`config.mk`:
```
export PLATFORM = sky130hd
export DESIGN_NAME = uart_tx_flat
export DESIGN_NICKNAME = d
export VERILOG_FILES = /design/src/rtl/uart_tx_if.sv /design/src/rtl/uart_tx.sv /design/src/flat_wrapper.sv
export SDC_FILE = /design/constraint.sdc
export NUM_CORES = 1
export LEC_CHECK = 0
export CORE_MARGIN = 5
export CORE_UTILIZATION = 55
export DETAILED_ROUTE_END_ITERATION = 10
export HOLD_SLACK_MARGIN = 0.02
export PLACE_DENSITY = 0.89
export RECOVER_POWER = 25
export SLEW_MARGIN = 20
export SYNTH_ARGS = -nofsm -noshare
export SYNTH_HDL_FRONTEND = slang
export SYNTH_SLANG_ARGS = --single-unit
```
`constraint.sdc`:
```
create_clock -name sys_clk -period 2.6 [get_ports sys_clk]
set_input_delay 0.39 -clock sys_clk [delete_from_list [all_inputs] [get_ports sys_clk]]
set_output_delay 0.39 -clock sys_clk [all_outputs]
set_load 0.02 [all_outputs]
```
`src/rtl/uart_tx_if.sv`:
```
// Byte handshake between a byte source and uart_tx.
// A byte moves on a clock edge where pi_data_flag and tx_ready are both 1.
interface uart_tx_if;
  logic [7:0] pi_data;
  logic       pi_data_flag;
  logic       tx_ready;

  modport master (output pi_data, output pi_data_flag, input tx_ready);
  modport slave  (input pi_data, input pi_data_flag, output tx_ready);
endinterface

```
`src/rtl/uart_tx.sv`:
```
// UART serialiser: start bit, 8 data bits LSB first, optional parity, 1 or 2 stop bits.
// Handshake: a byte is taken on an edge where pi_data_flag=1 and tx_ready=1; while tx_ready=0 the flag is ignored and the source holds.
module uart_tx #(
  parameter logic [12:0] BAUD_CNT_MAX = 13'd5207,
  parameter logic        PARITY_EN    = 1'b0,
  parameter logic        PARITY_ODD   = 1'b0,
  parameter logic [1:0]  STOP_BITS    = 2'd1
) (
  input  logic       sys_clk,
  input  logic       sys_rst,
  uart_tx_if.slave   bus,
  output logic       tx,
  output logic       tx_busy,
  output logic       tx_done,
  output logic [2:0] state_dbg
);

  typedef enum logic [2:0] {IDLE, START, DATA, PARITY, STOP} state_t;

  // Any STOP_BITS value other than 2 gives a single stop bit.
  localparam logic TWO_STOP = (STOP_BITS == 2'd2);

  state_t      state;
  state_t      state_nxt;
  logic [12:0] baud_cnt;
  logic [2:0]  bit_cnt;
  logic        stop_cnt;
  logic [7:0]  shift_reg;
  logic        parity_bit;
  logic        tx_bit;
  logic        bit_end;
  logic        last_stop;
  logic        frame_end;
  logic        accept;

  assign bit_end      = (baud_cnt == BAUD_CNT_MAX);
  assign last_stop    = !TWO_STOP || stop_cnt;
  assign frame_end    = (state == STOP) && bit_end && last_stop;
  assign bus.tx_ready = (state == IDLE) || frame_end;
  assign accept       = bus.pi_data_flag && bus.tx_ready;
  assign tx_done      = frame_end;
  assign state_dbg    = state;

  always_comb begin
    state_nxt = state;
    tx_bit    = 1'b1;
    case (state)
      IDLE: begin
        if (accept) state_nxt = START;
      end
      START: begin
        tx_bit = 1'b0;
        if (bit_end) state_nxt = DATA;
      end
      DATA: begin
        tx_bit = shift_reg[0];
        if (bit_end && (bit_cnt == 3'd7)) state_nxt = PARITY_EN ? PARITY : STOP;
      end
      PARITY: begin
        tx_bit = parity_bit;
        if (bit_end) state_nxt = STOP;
      end
      STOP: begin
        tx_bit = 1'b1;
        if (frame_end) state_nxt = accept ? START : IDLE;
      end
      default: state_nxt = IDLE;
    endcase
  end

  // tx and tx_busy are registered from the current state, so the line
  // trails the FSM by one cycle; tx_done marks the FSM's last stop cycle.
  always_ff @(posedge sys_clk or posedge sys_rst) begin
    if (sys_rst) begin
      state      <= IDLE;
      baud_cnt   <= '0;
      bit_cnt    <= '0;
      stop_cnt   <= 1'b0;
      shift_reg  <= '0;
      parity_bit <= 1'b0;
      tx         <= 1'b1;
      tx_busy    <= 1'b0;
    end else begin
      state   <= state_nxt;
      tx      <= tx_bit;
      tx_busy <= (state != IDLE);
      if (accept) begin
        shift_reg  <= bus.pi_data;
        parity_bit <= (^bus.pi_data) ^ PARITY_ODD;
        baud_cnt   <= '0;
        bit_cnt    <= '0;
        stop_cnt   <= 1'b0;
      end else if (state != IDLE) begin
        baud_cnt <= bit_end ? 13'd0 : baud_cnt + 13'd1;
        if (bit_end) begin
          if (state == DATA) begin
            shift_reg <= shift_reg >> 1;
            bit_cnt   <= bit_cnt + 3'd1;
          end
          if (state == STOP) stop_cnt <= ~stop_cnt;
        end
      end
    end
  end

endmodule
```
`src/flat_wrapper.sv`:
```
// flat-port wrapper written by rule: the top's interface ports become plain ports
module uart_tx_flat 
#(
  parameter logic [12:0] BAUD_CNT_MAX = 13'd5207,
  parameter logic        PARITY_EN    = 1'b0,
  parameter logic        PARITY_ODD   = 1'b0,
  parameter logic [1:0]  STOP_BITS    = 2'd1
)
  (sys_clk, sys_rst, tx, tx_busy, tx_done, state_dbg, bus_pi_data, bus_pi_data_flag, bus_tx_ready);
  uart_tx_if bus_i ();
  input  logic sys_clk;
  input  logic sys_rst;
  output logic tx;
  output logic tx_busy;
  output logic tx_done;
  output logic [2:0] state_dbg;
  input wire logic [$bits(bus_i.pi_data)-1:0] bus_pi_data;
  input wire logic [$bits(bus_i.pi_data_flag)-1:0] bus_pi_data_flag;
  output wire logic [$bits(bus_i.tx_ready)-1:0] bus_tx_ready;
  assign bus_i.pi_data = bus_pi_data;
  assign bus_i.pi_data_flag = bus_pi_data_flag;
  assign bus_tx_ready = bus_i.tx_ready;
  uart_tx #(.BAUD_CNT_MAX(BAUD_CNT_MAX), .PARITY_EN(PARITY_EN), .PARITY_ODD(PARITY_ODD), .STOP_BITS(STOP_BITS)) u_core (.sys_clk(sys_clk), .sys_rst(sys_rst), .bus(bus_i), .tx(tx), .tx_busy(tx_busy), .tx_done(tx_done), .state_dbg(state_dbg));
endmodule
```
==> implementation parameters, run 1 <==
Parameter                              Value

Run status
  Run status ... complete, no violations

Setup path
  WS Path Type ... reg2out
  Dominant delay contributor by cell family on the critical path ... simple AND/OR/NAND/NOR gates
  Startpoint types ... flip-flop
  Largest incremental delay on the critical path ... 530 ps
  Required arrival time at the worst endpoint ... 2210 ps
  R2r worst-path depth ... 5
  Worst Path Buf+Inv ... 1
  Slowest-stage cell, CP ... or4b_4
  Reg-to-reg critical path startpoint ... u_core.baud_cnt[3]
  Series of cell instances along the critical path ... or4b_4 > or3_2 > and2_4 > nor3_2 > buf_4
  Largest fanout on the critical path ... 2
  Critical register-to-register path endpoint ... u_core.shift_reg[4]
  Arrival @ worst endpoint ... 2120 ps
  FF-to-FF setup slack ... 200 ps
  Endpoint kind of the worst setup timing path ... output pin

Place
  Global placer's final weighted congestion ... 0.9169
  Post-Place Setup Slack ... -64.32 ps
  Total placed cells including tap cells ... 208
  Post-DP HPWL ... 2429 um
  Port Buffer Count ... 17
  Post-detailed-placement cell area ... 1907 um2

Cells and area
  Antenna diodes ... 0
  Number of nets in the finished design ... 198
  Post-route cell area ... 1972 um2
  Fraction of layout cells with a size suffix above 1 ... 26.49%
  Commonest non-fill, non-tap cell in the layout ... dfrtp_1
  Area Overhead vs Synth ... 22.36%
  Number of flip-flops under the largest register name ... 13
  Number of standard cells in the final layout excluding fillers ... 216
  Leading cell types in the layout, fill and taps excluded ... dfrtp_1 (29), nor2_1 (16), buf_4 (16), clkdlybuf4s50_1 (14)

Detailed routing
  Number of violations reported at the end of detailed-routing iteration 0 ... 66
  Count of nets left with antenna violations after detail routing ... 0
  Drt total wl ... 3338 um
  Total vias in the final route ... 1233
  Routed length per placed instance ... 15.45 um
  Length of the first detailed-routing pass in iterations ... 4
  Via density ... 5.708
  DRC Markers ... 0

CTS
  Inserted Clock Buffers ... 5
  Cts-stage hold buffer count ... 0
  Latest clock arrival within the worst-skew pair ... 330 ps
  TritonCTS clock tree ... yes
  Clock Tree Buf Depth ... 2
  Clock-pin slew on the worst setup and hold paths ... 100 ps
  Number of sinks on the clock net ... 30
  Cell chosen for the clock root ... clkbuf_4
  Maximum level of the CTS H-tree ... 2

Synthesis
  Number of nets produced by synthesis ... 165
  Largest area contributor in the netlist ... dfrtp_1
  Combined area of all synthesized cells ... 1612 um2
  Synth area leaders ... dfrtp_1 (45%), mux2_2 (9.1%), xnor2_1 (7.1%), nor2_1 (3.7%), xor2_1 (2.7%)
  #FFs+latches synth ... 30
  Number of flops mapped to enable cells by yosys ... 0
  Syn Area/Cell ... 10.67 um2
  Synth unique cells ... 38
  Main flop type after synthesis ... dfrtp_1
  Fraction of registers with async set/reset ... 100.0%
  Synth top area share ... 45.03%
  Sequential area share after synthesis ... 46.66%
  Synthesis Warnings ... 0
  Gate count of the mapped netlist ... 151

Hold path
  Hold EP ... u_core.parity_bit
  Cell depth of the worst min-delay path ... 1
  Critical hold path startpoint ... u_core.parity_bit
  Class of the tightest hold or removal check ... reg2reg

Timing
  Worst relative slew slack ... 43.85%
  Share of the clock period used by the worst path ... 96.49%
  Max Clock Freq ... 398.6 MHz
  Clock skew ... 10.81 ps
  Setup slack of the critical path after layout ... 91.28 ps
  Hold Violations, Final ... 0
  RSZ-0062 raised after global routing ... no
  Final max-slew violation count ... 0
  Actual transition at the worst max-transition pin ... 842.3 ps
  Fin crit period ... 2509 ps
  Final setup vio count ... 0

Floorplan
  Die Height ... 64.13 um
  Die extent in x ... 64.13 um
  Initial core utilization ... 57.94%
  Number of placement rows ... 19
  Placeable core region ... 2781 um2
  DIE AREA ... 4113 um2
  I/O pins ... 18

GRT
  GRT Total Usage ... 18.42%
  Largest net degree at the start of global routing ... 17
  Number of global-route vias before repair ... 1315
  Residual overflow from global routing ... 0
  Number of antenna violations at the first check in global routing ... 0
  First-pass GRT wire length ... 5934 um

Run
  Max-cap violation count ... 0

Power
  Peak supply drop ... 547.5 uV
  Power density over cell area ... 623.4 nW/um2
  Leakage power of the design ... 0.8743 nW
[worst max-delay path by stage]
| stage | startpoint | endpoint | slack (ps) | cells past startpoint |
|---|---|---|---|---|
| final | u_core.baud_cnt[3] | bus_tx_ready | 90 | 5 |
| after global routing | u_core.baud_cnt[3] | bus_tx_ready | 20 | 5 |
| after CTS | u_core.baud_cnt[3] | bus_tx_ready | 10 | 5 |
| after floorplan | u_core.baud_cnt[5] | bus_tx_ready | 160 | 4 |
| after global placement | u_core.baud_cnt[3] | bus_tx_ready | -40 | 5 |
| after detailed placement | u_core.baud_cnt[3] | bus_tx_ready | -60 | 5 |
[power by group]
group | leakage, nW | internal, mW | switching, mW
registers | 0.370 | 0.547 | 0.0624
clock network | 0.0353 | 0.131 | 0.157
logic | 0.469 | 0.175 | 0.157
[cell families after synthesis]
kind of cell    share of synthesized area, %
fa+ha+maj                              2.329
simple gates                           18.63
xor+xnor                               9.783
flops                                  46.66
buf+inv                                3.494
compound gates                         5.591
mux                                    13.51
[per-layer routing]
layer / routed length [um] / global-route usage, %
met5: 0 / 0
met4: 52 / 6.107
met1: 1474 / 22.37
met3: 143 / 5.079
met2: 1667 / 31.53
[per-stage QoR]
step	hold slack (ps)	power (mW)	utilization (%)	setup TNS [ps]
2_1_floorplan	480.1	0.8079	-	0
3_3_place_gp	496.2	0.9192	68.56	-41.47
3_5_place_dp	506.8	0.9472	68.56	-64.32
4_1_cts	423.1	1.234	70.49	0
5_1_grt	558.3	1.311	70.90	0
6_report	526.1	1.229	70.90	0
[cell type report]
type	count	area, um2
Timing Repair Buffer	33	282.8
Multi-Input combinational cell	108	815.8
Tap cell	31	38.79
Sequential cell	30	752.0
Clock inverter	1	5.005
Clock buffer	7	55.05
Inverter	6	22.52
Fill cell	207	809.5
[Yosys cell counts (2+ instances only)]
master / n
a21oi_1: 6
a31o_2: 2
and3_1: 2
clkbuf_1: 6
dfrtp_1: 29
ha_1: 3
inv_1: 6
mux2_2: 13
mux2_4: 2
mux2i_1: 3
nand2_1: 4
nand3_1: 5
nand4_1: 4
nor2_1: 16
nor3_1: 6
nor4_1: 5
o21ai_0: 2
xnor2_1: 13
xor2_1: 5
[timing repair]
action                                  CTS  global route
resized for setup                         6             4
endpoints found under the setup margin    2             2
setup buffers                             0             0
Note: power is estimated with default switching activity, not from simulation.
==> run 2: changes to the inputs <==
--- a/config.mk
+++ b/config.mk
@@ -5,8 +5,8 @@
 export SDC_FILE = /design/constraint.sdc
 export NUM_CORES = 1
 export LEC_CHECK = 0
-export CORE_MARGIN = 5
 export CORE_UTILIZATION = 55
+export CTS_BUF_LIST = sky130_fd_sc_hd__clkbuf_16
 export DETAILED_ROUTE_END_ITERATION = 10
 export HOLD_SLACK_MARGIN = 0.02
 export PLACE_DENSITY = 0.89
==> run 2 against run 1 <==
Via count up 3.9%. Sequential cell count is the same. Combinational power grew 3%. First-iteration DRC count is 36% lower. Critical path type unchanged. Largest power group unchanged.
==> implementation parameters, run 2 (same netlist as run 1, synthesis figures left out) <==
Parameter                              Value

Floorplan
  I/O pins ... 18 (unchanged)
  DIE AREA ... 3151 um2 (was 4113 um2)
  Placeable core region ... 2758 um2 (was 2781 um2)
  Number of placement rows ... 19 (unchanged)
  Initial core utilization ... 58.44% (was 57.94%)
  Die Height ... 56.13 um (was 64.13 um)
  Die extent in x ... 56.13 um (was 64.13 um)

Setup path
  Arrival @ worst endpoint ... 2130 ps (was 2120 ps)
  Reg-to-reg critical path startpoint ... u_core.baud_cnt[3] (unchanged)
  Timing startpoint of the critical path ... u_core.baud_cnt[3] (unchanged)
  Largest fanout on the critical path ... 2 (unchanged)
  Startpoint types ... flip-flop (unchanged)
  Endpoint kind of the worst setup timing path ... output pin (unchanged)
  R2r worst-path depth ... 5 (unchanged)
  Required arrival time at the worst endpoint ... 2210 ps (about the same)
  WS Path Type ... reg2out (unchanged)

Detailed routing
  Count of nets left with antenna violations after detail routing ... 0 (unchanged)
  Met2 routed wirelength ... 1800 um (was 1667 um)
  DRC Markers ... 0 (unchanged)
  Routed length per placed instance ... 15.86 um (was 15.45 um)
  Length of the first detailed-routing pass in iterations ... 4 (unchanged)
  Number of violations reported at the end of detailed-routing iteration 0 ... 42 (was 66)
  Met3 WL post-DR ... 183 um (was 143 um)
  Via density ... 5.903 (was 5.708)
  Total vias in the final route ... 1281 (was 1233)
  Met1 routed wirelength after detailed routing ... 1362 um (was 1474 um)
  Drt total wl ... 3441 um (was 3338 um)
  Topmost layer with routed signal wires ... met4 (unchanged)

CTS
  Clock Tree Buf Depth ... 2 (unchanged)
  TritonCTS clock tree ... yes (unchanged)
  Cell chosen for the clock root ... clkbuf_16 (was clkbuf_4)
  Clock-pin slew on the worst setup and hold paths ... 50 ps (was 100 ps)
  Latest clock arrival within the worst-skew pair ... 270 ps (was 330 ps)
  Cts-stage hold buffer count ... 0 (unchanged)
  Inserted Clock Buffers ... 5 (unchanged)
  Number of sinks on the clock net ... 30 (unchanged)
  Setup Fix Bufs, Post-CTS ... 0 (unchanged)
  Maximum level of the CTS H-tree ... 2 (unchanged)

Cells and area
  Number of flip-flops under the largest register name ... 13 (unchanged)
  Fraction of layout cells with a size suffix above 1 ... 24.73% (was 26.49%)
  Number of standard cells in the final layout excluding fillers ... 217 (was 216)
  Commonest non-fill, non-tap cell in the layout ... dfrtp_1 (unchanged)
  Number of nets in the finished design ... 199 (was 198)
  Area Overhead vs Synth ... 26.94% (was 22.36%)
  Post-layout utilization of the core ... 74.18% (was 70.90%)
  Leading cell types in the layout, fill and taps excluded ... dfrtp_1 (29), nor2_1 (16), buf_4 (16), clkdlybuf4s50_1 (14) (unchanged)
  Filler cell count in the final layout ... 184 (was 207)
  Antenna diodes ... 0 (unchanged)

GRT
  Largest net degree at the start of global routing ... 15 (was 17)
  GRT Total Usage ... 24.79% (was 18.42%)
  First-pass GRT wire length ... 5816 um (was 5934 um)
  Number of antenna violations at the first check in global routing ... 0 (unchanged)
  Residual overflow from global routing ... 0 (unchanged)
  Number of global-route vias before repair ... 1305 (was 1315)

Timing
  Actual transition at the worst max-transition pin ... 506.4 ps (was 842.3 ps)
  Setup slack of the critical path after layout ... 82.28 ps (was 91.28 ps)
  RSZ-0062 raised after global routing ... no (unchanged)
  Fin crit period ... 2518 ps (was 2509 ps)
  Clock skew ... 1.771 ps (was 10.81 ps)
  Hold Violations, Final ... 0 (unchanged)
  Final setup vio count ... 0 (unchanged)
  Max Clock Freq ... 397.2 MHz (was 398.6 MHz)
  Worst relative slew slack ... 65.93% (was 43.85%)
  Share of the clock period used by the worst path ... 96.84% (was 96.49%)
  Final max-slew violation count ... 0 (unchanged)

Place
  Post-DP HPWL ... 2377 um (was 2429 um)
  Post-Place Setup Slack ... -109.0 ps (was -64.32 ps)
  Port Buffer Count ... 17 (unchanged)
  Global placer's final weighted congestion ... 0.8714 (was 0.9169)
  Total placed cells including tap cells ... 209 (was 208)

Hold path
  Cell depth of the worst min-delay path ... 1 (unchanged)
  Critical hold path startpoint ... u_core.parity_bit (unchanged)
  Class of the tightest hold or removal check ... reg2reg (unchanged)

Power
  Total design power ... 1.481 mW (was 1.229 mW)
  Peak supply drop ... 668.2 uV (was 547.5 uV)
  Power density over cell area ... 724.1 nW/um2 (was 623.4 nW/um2)
  Leakage power of the design ... 0.9089 nW (was 0.8743 nW)

Run status
  Run status ... complete, no violations (unchanged)

Run
  Max-cap violation count ... 0 (unchanged)
run 2: worst paths after layout:
kind,to,slack [ps]
max,bus_tx_ready,80
min,u_core.parity_bit,520
max reg2reg,u_core.shift_reg[0],180
min reg2reg,u_core.parity_bit,520
max in group asynchronous,u_core.tx_busy,1310
min in group asynchronous,u_core.baud_cnt[8],530
run 2: routing by layer:
layer,vias up,global-route usage (%)
met2,43,42.35
met1,623,27.45
met5,-,0
li1,604,-
met4,0,12.54
met3,11,8.140
run 2: layout make-up:
class	count	area (um2)	area share, %
multi-input combinational	108	808.3	39.51
timing repair buffer	34	287.8	14.07
sequential	30	752.0	36.76
clock inverter	3	11.26	0.5505
tap	31	38.79	1.896
clock buffer	5	125.1	6.116
inverter	6	22.52	1.101
run 2: report_power, final:
group | total, mW | switching, mW | internal, mW | leakage (nW)
clock network | 0.527 | 0.184 | 0.342 | 0.0663
registers | 0.614 | 0.0644 | 0.549 | 0.370
logic | 0.341 | 0.165 | 0.176 | 0.472
total | 1.48 | 0.413 | 1.07 | 0.909
run 2: critical path, stage by stage, from the launching register on:
cell     delay [ps]
dfrtp_1         390
or4b_4          540
or3_2           440
and2_1          190
nor3_2          100
buf_2           190
run 2: through the flow:
step / area [um2] / hold WS [ps] / TNS (ps)
4_1_cts: 2044 / 401.1 / 0
2_1_floorplan: 1612 / 480.1 / 0
5_1_grt: 2046 / 546.4 / 0
3_3_place_gp: 1914 / 493.7 / -32.94
3_5_place_dp: 1914 / 515.5 / -109.0
6_report: 2046 / 518.3 / 0
run 2: timing repair:
item	4_1_cts	5_1_grt
gates resized for setup	6	1
endpoints found under the setup margin	2	1
hold endpoints to repair	0	0
